[src/rtl/conv_sched_pkg.sv]
// conv_sched_pkg: shared constants for the convolution scheduler.
//   BYTE / HALF_WORD : legacy width constants kept for code still written against them.
//   S_*              : FSM state encoding (IDLE/RUN/DRAIN/DONE).
//   tap_flags_t      : per-tap flags carried down the strobe delay line.
package conv_sched_pkg;

  localparam int BYTE      = 8;
  localparam int HALF_WORD = 16;

  localparam logic [1:0] S_IDLE  = 2'd0;
  localparam logic [1:0] S_RUN   = 2'd1;
  localparam logic [1:0] S_DRAIN = 2'd2;
  localparam logic [1:0] S_DONE  = 2'd3;

  // first : first tap of a pixel (accumulator loads bias)
  // last  : last tap of a pixel (saturate, then write)
  // pad   : tap fell outside the image, datapath feeds zero
  // eol   : last tap of the whole layer
  typedef struct packed {
    logic first;
    logic last;
    logic pad;
    logic eol;
  } tap_flags_t;

endpackage

[src/rtl/conv_sched_if.sv]
// conv_sched_if: control/handshake and address bus of the convolution scheduler.
//   master (scheduler) : in  start, stall
//                        out busy, done, rd_en, pad, s_addr, w_addr, b_addr,
//                            mac_en, mac_first, mac_last, mac_pad, sat_en,
//                            wr_en, save_addr
//   slave  (datapath / memories / controller) : the mirror image.
interface conv_sched_if #(
  parameter int ADDR_W = 16
);
  logic              start;
  logic              stall;
  logic              busy;
  logic              done;
  logic              rd_en;
  logic              pad;
  logic [ADDR_W-1:0] s_addr;
  logic [ADDR_W-1:0] w_addr;
  logic [ADDR_W-1:0] b_addr;
  logic              mac_en;
  logic              mac_first;
  logic              mac_last;
  logic              mac_pad;
  logic              sat_en;
  logic              wr_en;
  logic [ADDR_W-1:0] save_addr;

  modport master (
    input  start, stall,
    output busy, done, rd_en, pad, s_addr, w_addr, b_addr,
           mac_en, mac_first, mac_last, mac_pad, sat_en, wr_en, save_addr
  );

  modport slave (
    output start, stall,
    input  busy, done, rd_en, pad, s_addr, w_addr, b_addr,
           mac_en, mac_first, mac_last, mac_pad, sat_en, wr_en, save_addr
  );
endinterface

[src/rtl/conv_loop_nest.sv]
// conv_loop_nest: six cascaded wrap counters walking a convolution.
//   clk, reset (sync, active-high)
//   adv   : advance one tap
//   ic, kc, kr, ocol, orow, oc : loop indices, innermost first
//   last  : every counter at its final value (last tap of the layer)
// All counters wrap back to zero after the last tap, so the next layer
// starts from tap 0 without an explicit clear.
module conv_loop_nest #(
  parameter int CNT_W      = 16,
  parameter int DIM_OUT    = 32,
  parameter int DIM_KERNEL = 5,
  parameter int DIM_CH     = 3,
  parameter int OUT_CH     = 32
) (
  input  logic             clk,
  input  logic             reset,
  input  logic             adv,
  output logic [CNT_W-1:0] ic,
  output logic [CNT_W-1:0] kc,
  output logic [CNT_W-1:0] kr,
  output logic [CNT_W-1:0] ocol,
  output logic [CNT_W-1:0] orow,
  output logic [CNT_W-1:0] oc,
  output logic             last
);
  localparam int NLOOP = 6;
  localparam int LIM [NLOOP] = '{DIM_CH, DIM_KERNEL, DIM_KERNEL, DIM_OUT, DIM_OUT, OUT_CH};

  logic [NLOOP-1:0][CNT_W-1:0] cnt_q, cnt_d;
  logic [NLOOP-1:0]            wrap;
  logic [NLOOP-1:0]            carry;

  assign carry[0] = adv;

  genvar i;
  generate
    for (i = 0; i < NLOOP; i++) begin : g_loop
      assign wrap[i]  = (cnt_q[i] == CNT_W'(LIM[i] - 1));
      assign cnt_d[i] = carry[i] ? (wrap[i] ? '0 : cnt_q[i] + CNT_W'(1)) : cnt_q[i];
      if (i < NLOOP - 1) begin : g_carry
        assign carry[i+1] = carry[i] & wrap[i];
      end
    end
  endgenerate

  always_ff @(posedge clk) begin
    if (reset) cnt_q <= '0;
    else       cnt_q <= cnt_d;
  end

  assign ic   = cnt_q[0];
  assign kc   = cnt_q[1];
  assign kr   = cnt_q[2];
  assign ocol = cnt_q[3];
  assign orow = cnt_q[4];
  assign oc   = cnt_q[5];
  assign last = &wrap;

endmodule

[src/rtl/conv_sched.sv]
// conv_sched: parametrised convolution scheduler.
//   clk, reset (sync, active-high)
//   bus (conv_sched_if.master):
//     start/stall in; busy/done handshake out;
//     rd_en, pad, s_addr, w_addr, b_addr : tap issue (cycle t)
//     mac_en, mac_first, mac_last, mac_pad : tap strobes at t+1
//     sat_en : last tap delayed PIPE_LAT after mac_en
//     wr_en, save_addr : one cycle after sat_en
// Loop order outer->inner: oc, orow, ocol, kr, kc, ic; one tap per
// non-stalled RUN cycle. stall freezes state, counters and the delay line
// and forces every strobe low.
module conv_sched
  import conv_sched_pkg::*;
#(
  parameter int DIM_IMG    = 32,
  parameter int DIM_CH     = 3,
  parameter int DIM_KERNEL = 5,
  parameter int OUT_CH     = 32,
  parameter int STRIDE     = 1,
  parameter int PADDING    = 2,
  parameter int PIPE_LAT   = 1,
  parameter int ADDR_W     = 16
) (
  input  logic          clk,
  input  logic          reset,
  conv_sched_if.master  bus
);
  localparam int DIM_OUT = (DIM_IMG + 2*PADDING - DIM_KERNEL) / STRIDE + 1;
  localparam int STAGES  = PIPE_LAT + 2;
  localparam int CW      = ADDR_W + 2;  // signed tap-coordinate width

  logic [1:0] state_q, state_d;
  logic       run, issue, last_tap, layer_end;

  logic [ADDR_W-1:0] ic, kc, kr, ocol, orow, oc;

  assign run   = ~bus.stall;
  assign issue = (state_q == S_RUN) & run;

  conv_loop_nest #(
    .CNT_W(ADDR_W), .DIM_OUT(DIM_OUT), .DIM_KERNEL(DIM_KERNEL),
    .DIM_CH(DIM_CH), .OUT_CH(OUT_CH)
  ) u_loop (
    .clk(clk), .reset(reset), .adv(issue),
    .ic(ic), .kc(kc), .kr(kr), .ocol(ocol), .orow(orow), .oc(oc),
    .last(last_tap)
  );

  // ---- tap address arithmetic ----
  logic signed [CW-1:0] row_s, col_s;
  logic        [CW-1:0] s_lin;
  logic    [ADDR_W-1:0] w_lin, sv_lin;
  logic                 pad_tap, first_tap, last_px;

  assign row_s = CW'(orow) * CW'(STRIDE) - CW'(PADDING) + CW'(kr);
  assign col_s = CW'(ocol) * CW'(STRIDE) - CW'(PADDING) + CW'(kc);

  // Negative coordinates show up as the sign bit; the upper-bound compare
  // only matters for non-negative values.
  assign pad_tap = row_s[CW-1] | col_s[CW-1] |
                   (row_s >= CW'(DIM_IMG)) | (col_s >= CW'(DIM_IMG));

  assign s_lin  = (row_s * CW'(DIM_IMG) + col_s) * CW'(DIM_CH) + CW'(ic);
  assign w_lin  = ((oc * ADDR_W'(DIM_KERNEL) + kr) * ADDR_W'(DIM_KERNEL) + kc)
                  * ADDR_W'(DIM_CH) + ic;
  assign sv_lin = (orow * ADDR_W'(DIM_OUT) + ocol) * ADDR_W'(OUT_CH) + oc;

  assign first_tap = (kr == '0) && (kc == '0) && (ic == '0);
  assign last_px   = (kr == ADDR_W'(DIM_KERNEL - 1)) && (kc == ADDR_W'(DIM_KERNEL - 1)) &&
                     (ic == ADDR_W'(DIM_CH - 1));

  assign bus.rd_en  = issue;
  assign bus.pad    = issue & pad_tap;
  assign bus.s_addr = (issue & ~pad_tap) ? s_lin[ADDR_W-1:0] : '0;
  assign bus.w_addr = issue ? w_lin : '0;
  assign bus.b_addr = issue ? oc : '0;

  // ---- strobe delay line: stage 0 = mac, PIPE_LAT = sat, STAGES-1 = write ----
  logic       [STAGES-1:0]             vld_pipe_q, vld_pipe_d;
  tap_flags_t [STAGES-1:0]             flg_pipe_q, flg_pipe_d;
  logic       [STAGES-1:0][ADDR_W-1:0] sav_pipe_q, sav_pipe_d;

  always_comb begin
    vld_pipe_d = vld_pipe_q;
    flg_pipe_d = flg_pipe_q;
    sav_pipe_d = sav_pipe_q;
    if (run) begin
      vld_pipe_d[0] = issue;
      flg_pipe_d[0] = '{first: first_tap, last: last_px, pad: pad_tap, eol: last_tap};
      sav_pipe_d[0] = sv_lin;
      for (int i = 1; i < STAGES; i++) begin
        vld_pipe_d[i] = vld_pipe_q[i-1];
        flg_pipe_d[i] = flg_pipe_q[i-1];
        sav_pipe_d[i] = sav_pipe_q[i-1];
      end
    end
  end

  assign bus.mac_en    = run & vld_pipe_q[0];
  assign bus.mac_first = bus.mac_en & flg_pipe_q[0].first;
  assign bus.mac_last  = bus.mac_en & flg_pipe_q[0].last;
  assign bus.mac_pad   = bus.mac_en & flg_pipe_q[0].pad;
  assign bus.sat_en    = run & vld_pipe_q[PIPE_LAT] & flg_pipe_q[PIPE_LAT].last;
  assign bus.wr_en     = run & vld_pipe_q[STAGES-1] & flg_pipe_q[STAGES-1].last;
  assign bus.save_addr = bus.wr_en ? sav_pipe_q[STAGES-1] : '0;

  // The final write of the layer carries the eol flag out of the line.
  assign layer_end = bus.wr_en & flg_pipe_q[STAGES-1].eol;

  // ---- FSM ----
  always_comb begin
    state_d = state_q;
    case (state_q)
      S_IDLE:  if (bus.start)       state_d = S_RUN;
      S_RUN:   if (issue & last_tap) state_d = S_DRAIN;
      S_DRAIN: if (layer_end)       state_d = S_DONE;
      S_DONE:  if (run)             state_d = S_IDLE;
      default:                      state_d = S_IDLE;
    endcase
  end

  assign bus.busy = (state_q != S_IDLE);
  assign bus.done = (state_q == S_DONE) & run;

  always_ff @(posedge clk) begin
    if (reset) begin
      state_q    <= S_IDLE;
      vld_pipe_q <= '0;
      flg_pipe_q <= '0;
      sav_pipe_q <= '0;
    end else begin
      state_q    <= state_d;
      vld_pipe_q <= vld_pipe_d;
      flg_pipe_q <= flg_pipe_d;
      sav_pipe_q <= sav_pipe_d;
    end
  end

  // Flags past the stage where they are consumed, and address bits above
  // ADDR_W, are intentionally dropped.
  logic unused_bits;
  assign unused_bits = ^{flg_pipe_q[STAGES-1].first, flg_pipe_q[STAGES-1].pad,
                         s_lin[CW-1:ADDR_W]};

endmodule

[src/flat_wrapper.sv]
// flat-port wrapper written by rule: the top's interface ports become plain ports
module conv_sched_flat import conv_sched_pkg::*;
#(
  parameter int DIM_IMG    = 32,
  parameter int DIM_CH     = 3,
  parameter int DIM_KERNEL = 5,
  parameter int OUT_CH     = 32,
  parameter int STRIDE     = 1,
  parameter int PADDING    = 2,
  parameter int PIPE_LAT   = 1,
  parameter int ADDR_W     = 16
)
  (clk, reset, bus_start, bus_stall, bus_busy, bus_done, bus_rd_en, bus_pad, bus_s_addr, bus_w_addr, bus_b_addr, bus_mac_en, bus_mac_first, bus_mac_last, bus_mac_pad, bus_sat_en, bus_wr_en, bus_save_addr);
  conv_sched_if #(.ADDR_W(ADDR_W)) bus_i ();
  input  logic clk;
  input  logic reset;
  input wire logic [$bits(bus_i.start)-1:0] bus_start;
  input wire logic [$bits(bus_i.stall)-1:0] bus_stall;
  output wire logic [$bits(bus_i.busy)-1:0] bus_busy;
  output wire logic [$bits(bus_i.done)-1:0] bus_done;
  output wire logic [$bits(bus_i.rd_en)-1:0] bus_rd_en;
  output wire logic [$bits(bus_i.pad)-1:0] bus_pad;
  output wire logic [$bits(bus_i.s_addr)-1:0] bus_s_addr;
  output wire logic [$bits(bus_i.w_addr)-1:0] bus_w_addr;
  output wire logic [$bits(bus_i.b_addr)-1:0] bus_b_addr;
  output wire logic [$bits(bus_i.mac_en)-1:0] bus_mac_en;
  output wire logic [$bits(bus_i.mac_first)-1:0] bus_mac_first;
  output wire logic [$bits(bus_i.mac_last)-1:0] bus_mac_last;
  output wire logic [$bits(bus_i.mac_pad)-1:0] bus_mac_pad;
  output wire logic [$bits(bus_i.sat_en)-1:0] bus_sat_en;
  output wire logic [$bits(bus_i.wr_en)-1:0] bus_wr_en;
  output wire logic [$bits(bus_i.save_addr)-1:0] bus_save_addr;
  assign bus_i.start = bus_start;
  assign bus_i.stall = bus_stall;
  assign bus_busy = bus_i.busy;
  assign bus_done = bus_i.done;
  assign bus_rd_en = bus_i.rd_en;
  assign bus_pad = bus_i.pad;
  assign bus_s_addr = bus_i.s_addr;
  assign bus_w_addr = bus_i.w_addr;
  assign bus_b_addr = bus_i.b_addr;
  assign bus_mac_en = bus_i.mac_en;
  assign bus_mac_first = bus_i.mac_first;
  assign bus_mac_last = bus_i.mac_last;
  assign bus_mac_pad = bus_i.mac_pad;
  assign bus_sat_en = bus_i.sat_en;
  assign bus_wr_en = bus_i.wr_en;
  assign bus_save_addr = bus_i.save_addr;
  conv_sched #(.DIM_IMG(DIM_IMG), .DIM_CH(DIM_CH), .DIM_KERNEL(DIM_KERNEL), .OUT_CH(OUT_CH), .STRIDE(STRIDE), .PADDING(PADDING), .PIPE_LAT(PIPE_LAT), .ADDR_W(ADDR_W)) u_core (.clk(clk), .reset(reset), .bus(bus_i));
endmodule
[config.mk]
export PLATFORM = sky130hd
export DESIGN_NAME = conv_sched_flat
export DESIGN_NICKNAME = d
export VERILOG_FILES = /design/src/rtl/conv_sched_pkg.sv /design/src/rtl/conv_sched_if.sv /design/src/rtl/conv_loop_nest.sv /design/src/rtl/conv_sched.sv /design/src/flat_wrapper.sv
export SDC_FILE = /design/constraint.sdc
export NUM_CORES = 1
export LEC_CHECK = 0
export ABC_AREA = 1
export CORE_UTILIZATION = 55
export DETAILED_ROUTE_END_ITERATION = 12
export GPL_ROUTABILITY_DRIVEN = 0
export PLACE_DENSITY = 0.83
export SETUP_SLACK_MARGIN = 0.4
export SKIP_LAST_GASP = 1
export SYNTH_ARGS = -nofsm -noshare
export SYNTH_HDL_FRONTEND = slang
export SYNTH_SLANG_ARGS = --single-unit
[constraint.sdc]
create_clock -name clk -period 11.2 [get_ports clk]
set_clock_uncertainty 0.05 [all_clocks]
set_input_delay 3.36 -clock clk [delete_from_list [all_inputs] [get_ports clk]]
set_output_delay 3.36 -clock clk [all_outputs]
set_load 0.005 [all_outputs]
* Yosys cells after proc, flatten, opt, wreduce, memory -nomap -nowiden
Cells that the tools add are included.
Word-level totals: flip-flop bits (word level) 157, word-level logic and storage cells 105, latch bits 0, memory bits (read-only) 0, memories kept 0, memory bits (writable) 0
Cells by class: bitwise gates (word level) 24, eq/ne operators 13, div/mod/pow operators 0, magnitude comparators 2, reductions and logical operators 11, shifts and indexed selects 0, multiply operators 4, mux-type cells 15, add/subtract/negate cells 17
Operator list (number):
- two-way mux 16 bit | 10
- adder 16 x 1 -> 16 bit (second input constant) | 6
- adder 16 bit | 5
- == test 16 x 5 -> 1 bit (second input constant) | 3
- zero test 16 bit | 3
- adder 18 x 16 -> 18 bit | 2
- >= comparator 18 x 7 -> 1 bit (second input constant) | 2
- subtractor 16 x 2 -> 17 bit (second input constant) | 2
- == test 16 x 3 -> 1 bit (second input constant) | 2
- multiplier 16 x 3 -> 16 bit (second input constant) | 2
- bitwise AND 1 bit | 19
- adder 18 bit | 1
- multiplier 18 x 2 -> 16 bit (second input constant) | 1
- == test 16 x 2 -> 1 bit (second input constant) | 1
- multiplier 16 x 2 -> 16 bit (second input constant) | 1
- adder 11 bit | 1
- two-way mux 2 bit | 4
- case mux 2 bit (4 select lines) | 1
- inequality test 2 bit (second input constant) | 3
- AND reduction 6 bit | 1
- == test 2 bit (second input constant) | 2
- logical AND 1 bit | 4
- AND reduction 4 bit | 1
- bitwise OR 1 bit | 3
- 5 further kinds | 6

* Longest topological paths before layout
word-level depth 8, gate-level depth with buffers 44

* Cells and area by module
Synthesis repeated with hierarchy kept, for this count alone.
Unflattened totals: cells, all modules 2754, area, all modules 17425.5 µm²
By module, submodules not included:
- conv_sched | area each 11365.9 µm², sequential area each 1221.2 µm², cells each 1769, times used 1
- conv_loop_nest | area each 6059.6 µm², sequential area each 1921.8 µm², cells each 985, times used 1

* Least setup slack after synthesis
No wires, ideal clock.
path kind flip-flop to output port, from register u_core.u_loop.cnt_q, in the netlist u_core.u_loop.oc[1], to output port bus_w_addr[15], cell stages (with the launch flop) 39, path slack 1.637 ns, data required time 7.790 ns, arrival time 6.153 ns, cell sequence dfxtp_1 -> ha_1 -> fa_1 -> ha_1 -> a21oi_1 -> nand2_1 -> a21oi_1 -> o21bai_1 -> nand2_1 -> nand2_1 -> nand2_1 -> a21oi_1 -> or2_2 -> a21oi_1 -> xor2_1 -> ha_1 -> inv_1 -> fa_1 -> [3 not listed] -> a21oi_1 -> xor2_1 -> inv_1 -> xor2_1 -> inv_1 -> ha_1 -> ha_1 -> nand2_1 -> nor2_1 -> nand3_1 -> o2111ai_1 -> a21o_1 -> inv_1 -> nand2_1 -> nand2_1 -> nand2_1 -> nand2_1 -> nor2_1
On the way: cells in the longest elaborated chain, start to end 7
Ends and longest elaborated chain:
- from (decl) | RTL line conv_loop_nest.sv:29 | logic [NLOOP-1:0][CNT_W-1:0] cnt_q, cnt_d;
- from (signal assigned) | RTL line conv_loop_nest.sv:48 | else cnt_q <= cnt_d;
- multiplier 16 x 3 -> 16 bit | RTL line conv_sched.sv:64 | assign w_lin = ((oc * ADDR_W'(DIM_KERNEL) + kr) * ADDR_W'(DIM_KERNEL) + kc)
- adder 16 bit | RTL line conv_sched.sv:64
- multiplier 16 x 3 -> 16 bit | RTL line conv_sched.sv:64
- adder 16 bit | RTL line conv_sched.sv:64
- multiplier 16 x 2 -> 16 bit | RTL line conv_sched.sv:65 | * ADDR_W'(DIM_CH) + ic;
- adder 16 bit | RTL line conv_sched.sv:65
- two-way mux 16 bit | RTL line conv_sched.sv:75 | assign bus.w_addr = issue ? w_lin : '0;
- to (decl) | RTL line flat_wrapper.sv:24 | output wire logic [$bits(bus_i.w_addr)-1:0] bus_w_addr;
Every way passes these cells.

* Worst setup path after layout
from register u_core.u_loop.cnt_q, in the netlist u_core.u_loop.oc[2], to output port bus_w_addr[14]
Same word-level chain as after synthesis.

==> results by group <==
Worst setup path
  • WP data arrival: 7.27 ns
  • Crit path max fanout: 7
  • Critical Path Start Type: flip-flop
  • WS Path Type: flip-flop to primary output
  • Data required time at the worst endpoint: 7.79 ns
  • Worst stage delay on the critical path: 0.53 ns
  • Top cell family by delay on the critical path: adder cells
  • WP buf/inv: 5
  • Crit end category: primary output
  • Critical path's most frequent cell: nand2_1
  • CP max-delay cell: clkdlybuf4s50_1

Floorplanning
  • I/O pin count: 78
  • Row cnt: 61
  • Die Height: 171 um
  • DIE WIDTH: 171 um
  • Core Region: 27900 um2
  • Die area: 29200 um2
  • Initial core utilization: a little under three fifths

CTS
  • CTS tree: yes
  • Clk root buf: clkbuf_16
  • Num CTS Buffers: 17
  • Clock Pin Slew Worst Setup and Hold Paths: 0.08 ns
  • Clk_lat worst skew: 0.45 ns
  • H-tree depth: 4
  • CTS max path bufs: 2
  • # clock sinks: between 150 and 200

GRT
  • First-pass GRT wire length: 69900 um
  • Largest net degree at the start of global routing: 73
  • Number of global-route vias before repair: 14.8k
  • Global route overflow: 0
  • Gr usage total: between 20% and 30%
  • Antenna violations before repair: 1

Detailed routing
  • # DRC: 0
  • Vias: approximately 16k
  • Detailed-router iteration count before antenna repair: 7
  • Routed wire length: 43900 um
  • WL/cell: 15.5 um
  • Initial DRC count: 1658
  • Via-per-instance ratio: 5.71
  • Antenna-violating nets left: 0

Timing
  • Slew Limit Fails: 0
  • Final setup TNS: 0 ns
  • Period utilization: about 95%
  • Max_slew headroom: 27.6%
  • Slew @ Worst Pin: 1.08 ns
  • Max frequency: 93.6 MHz
  • Final Setup Violations: 0
  • RSZ-0062 raised after global routing: false
  • Crit path time final: 10.68 ns
  • Hold Fails Final Rpt: 0

Logic synthesis
  • Mux contribution to synthesized area: 0%
  • Synthesized area: between 15000 and 20000 um2
  • Gate Count Post-Synth: approximately 2.4k
  • Share of the synthesized area in the top cell type: 20.0%
  • Yosys cell types: 54
  • Top cells by area, synth: dfxtp_1 20%, ha_1 14%, nand2_1 10%
  • Total number of yosys warnings: 0
  • Post-synthesis net count: 2588
  • XOR/XNOR Fraction of Synth Area: under 10%
  • Avg Cell Area, Syn: 6.66 um2
  • Adder-cell share of the synthesized area: 20.8%
  • Register area share after synthesis: 20.0%
  • Synthesis-stage register bit count: between 150 and 200
  • Async SR Flop Fraction: 0%
  • Largest family of logic cells by synthesized area: simple AND/OR/NAND/NOR gates
  • Post-synthesis compound-gate area fraction: 13.1%
  • Cell taking the most area after synthesis: dfxtp_1
  • Simple-Gate Fraction of Synth Area: between 20% and 30%
  • Post-synth EDFFs: 0
  • Most used flip-flop cell after synthesis: dfxtp_1

Cells and area
  • Final non-filler cell total: 2826
  • Commonest cells after routing, fill and taps aside: 434 x nand2_1, 425 x inv_1, 259 x nor2_1
  • # fillers: 2418
  • Commonest non-fill, non-tap cell in the layout: nand2_1
  • Net count, final: 2665
  • Layout cells sized above 1: between 4 and 5%
  • Synth-to-Final Area Change: 13.7%

Place
  • Cells after DPL: 2785
  • I/O Buffers: 77
  • Hpwl dp: 33500 um

Run
  • Max Cap Violations: 0

Min path
  • Worst hold path type: flip-flop to flip-flop

Outcome
  • Status: finished clean

Pwr
  • VDD IR max: 0.000107 V
  • Static Leakage: 8.71 nW
  • Pwr per Cell Area: 74.3 nW/um2
==> cells by family after synthesis <==
group                      after synthesis
buffers and inverters                  471
DFF                                    157
xor gates and xnor gates               110
AOI/OAI and AO/OA                      378
adders and majority gates              227
and+or+nand+nor                       1014
==> repair_timing <==
| action | in CTS | in global routing |
|---|---|---|
| cloned | 0 | 0 |
| setup endpoints to repair | 4 | 4 |
| gates resized for setup | 13 | 39 |
| buffers inserted | 0 | 8 |
| pin swaps | 3 | 16 |
| hold buffers | 0 | 0 |
==> cells in the mapped netlist, drive strengths merged (4+ instances only) <==
cell type,instances
nor3,75
nand3,124
nor2,267
xor2,84
a21o,11
o21a,7
dfxtp,157
ha,170
nand4,58
a211oi,12
a31oi,5
o21ai,113
buf,5
inv,434
a21boi,4
or2,5
nand3b,8
clkbuf,29
nor3b,9
nand2,439
xnor2,26
fa,57
nor4,23
a21oi,200
o21bai,9
==> worst register-to-register path: cells and delay by family (launching register included) <==
kind	cells	cell delay (ns)
simple gates	18	2.81
flops	1	0.44
fa+ha+maj	1	0.38
buf+inv	1	0.34
compound gates	1	0.22
xor+xnor	1	0.17
==> routing by layer <==
metal	global-route usage [%]	part of all wire (%)	vias up
li1	-	-	7821
met1	38.7	42	7437
met5	0	0	-
met4	12.3	3.6	0
met2	48.8	46	739
met3	4.83	8.2	129
==> layout make-up <==
cell class / count / area, um2 / share of cell area, %
flip-flops and latches: 157 / 3150 / 17.7
clock inverters: 15 / 204 / 1.14
diodes: 1 / 2.50 / 0.0140
well taps: 378 / 473 / 2.65
clock buffers: 17 / 425 / 2.39
multi-input cells: 1729 / 11100 / 62.0
inverters: 437 / 1640 / 9.21
repair buffers: 92 / 876 / 4.91
==> state kept, by name (all words and copies together) (netlist names) <==
register and cells:
u_core.sav_pipe_q 48, u_core.u_loop.ic 16, u_core.u_loop.kc 16, u_core.u_loop.kr 16, u_core.u_loop.oc 16, u_core.u_loop.ocol 16
u_core.u_loop.orow 16, u_core.flg_pipe_q 8, u_core.vld_pipe_q 3, u_core.state_q 2
==> worst paths after layout <==
kind	from	end	slack (ns)	cells after the start
worst max register to register	u_core.u_loop.ocol[1]	u_core.flg_pipe_q[1]	6.69	22
worst min register to register	u_core.sav_pipe_q[34]	u_core.sav_pipe_q[34]	0.41	2
worst min-delay path	u_core.sav_pipe_q[34]	u_core.sav_pipe_q[34]	0.41	2
worst max-delay path	u_core.u_loop.oc[2]	bus_w_addr[14]	0.52	35
==> through the flow <==
step / area [um2] / util [%] / worst slack (ns) / power, mW / hold WS, ns
after floorplan: 15700 / - / 1.64 / 0.673 / 0.384
after global placement: 16800 / 60.3 / 0.800 / 0.709 / 0.395
after detailed placement: 16800 / 60.3 / 0.519 / 0.714 / 0.399
after CTS: 17600 / 62.8 / 0.417 / 1.32 / 0.411
after global routing: 17800 / 63.8 / 0.159 / 1.36 / 0.425
final: 17800 / 63.8 / 0.521 / 1.33 / 0.409
==> where the power goes <==
| part | internal, mW | switching (mW) |
|---|---|---|
| sequential | 0.573 | 0.0108 |
| combinational | 0.0395 | 0.0802 |
| clock | 0.310 | 0.311 |
| total | 0.923 | 0.402 |
Note: power is estimated with default switching activity, not from simulation.
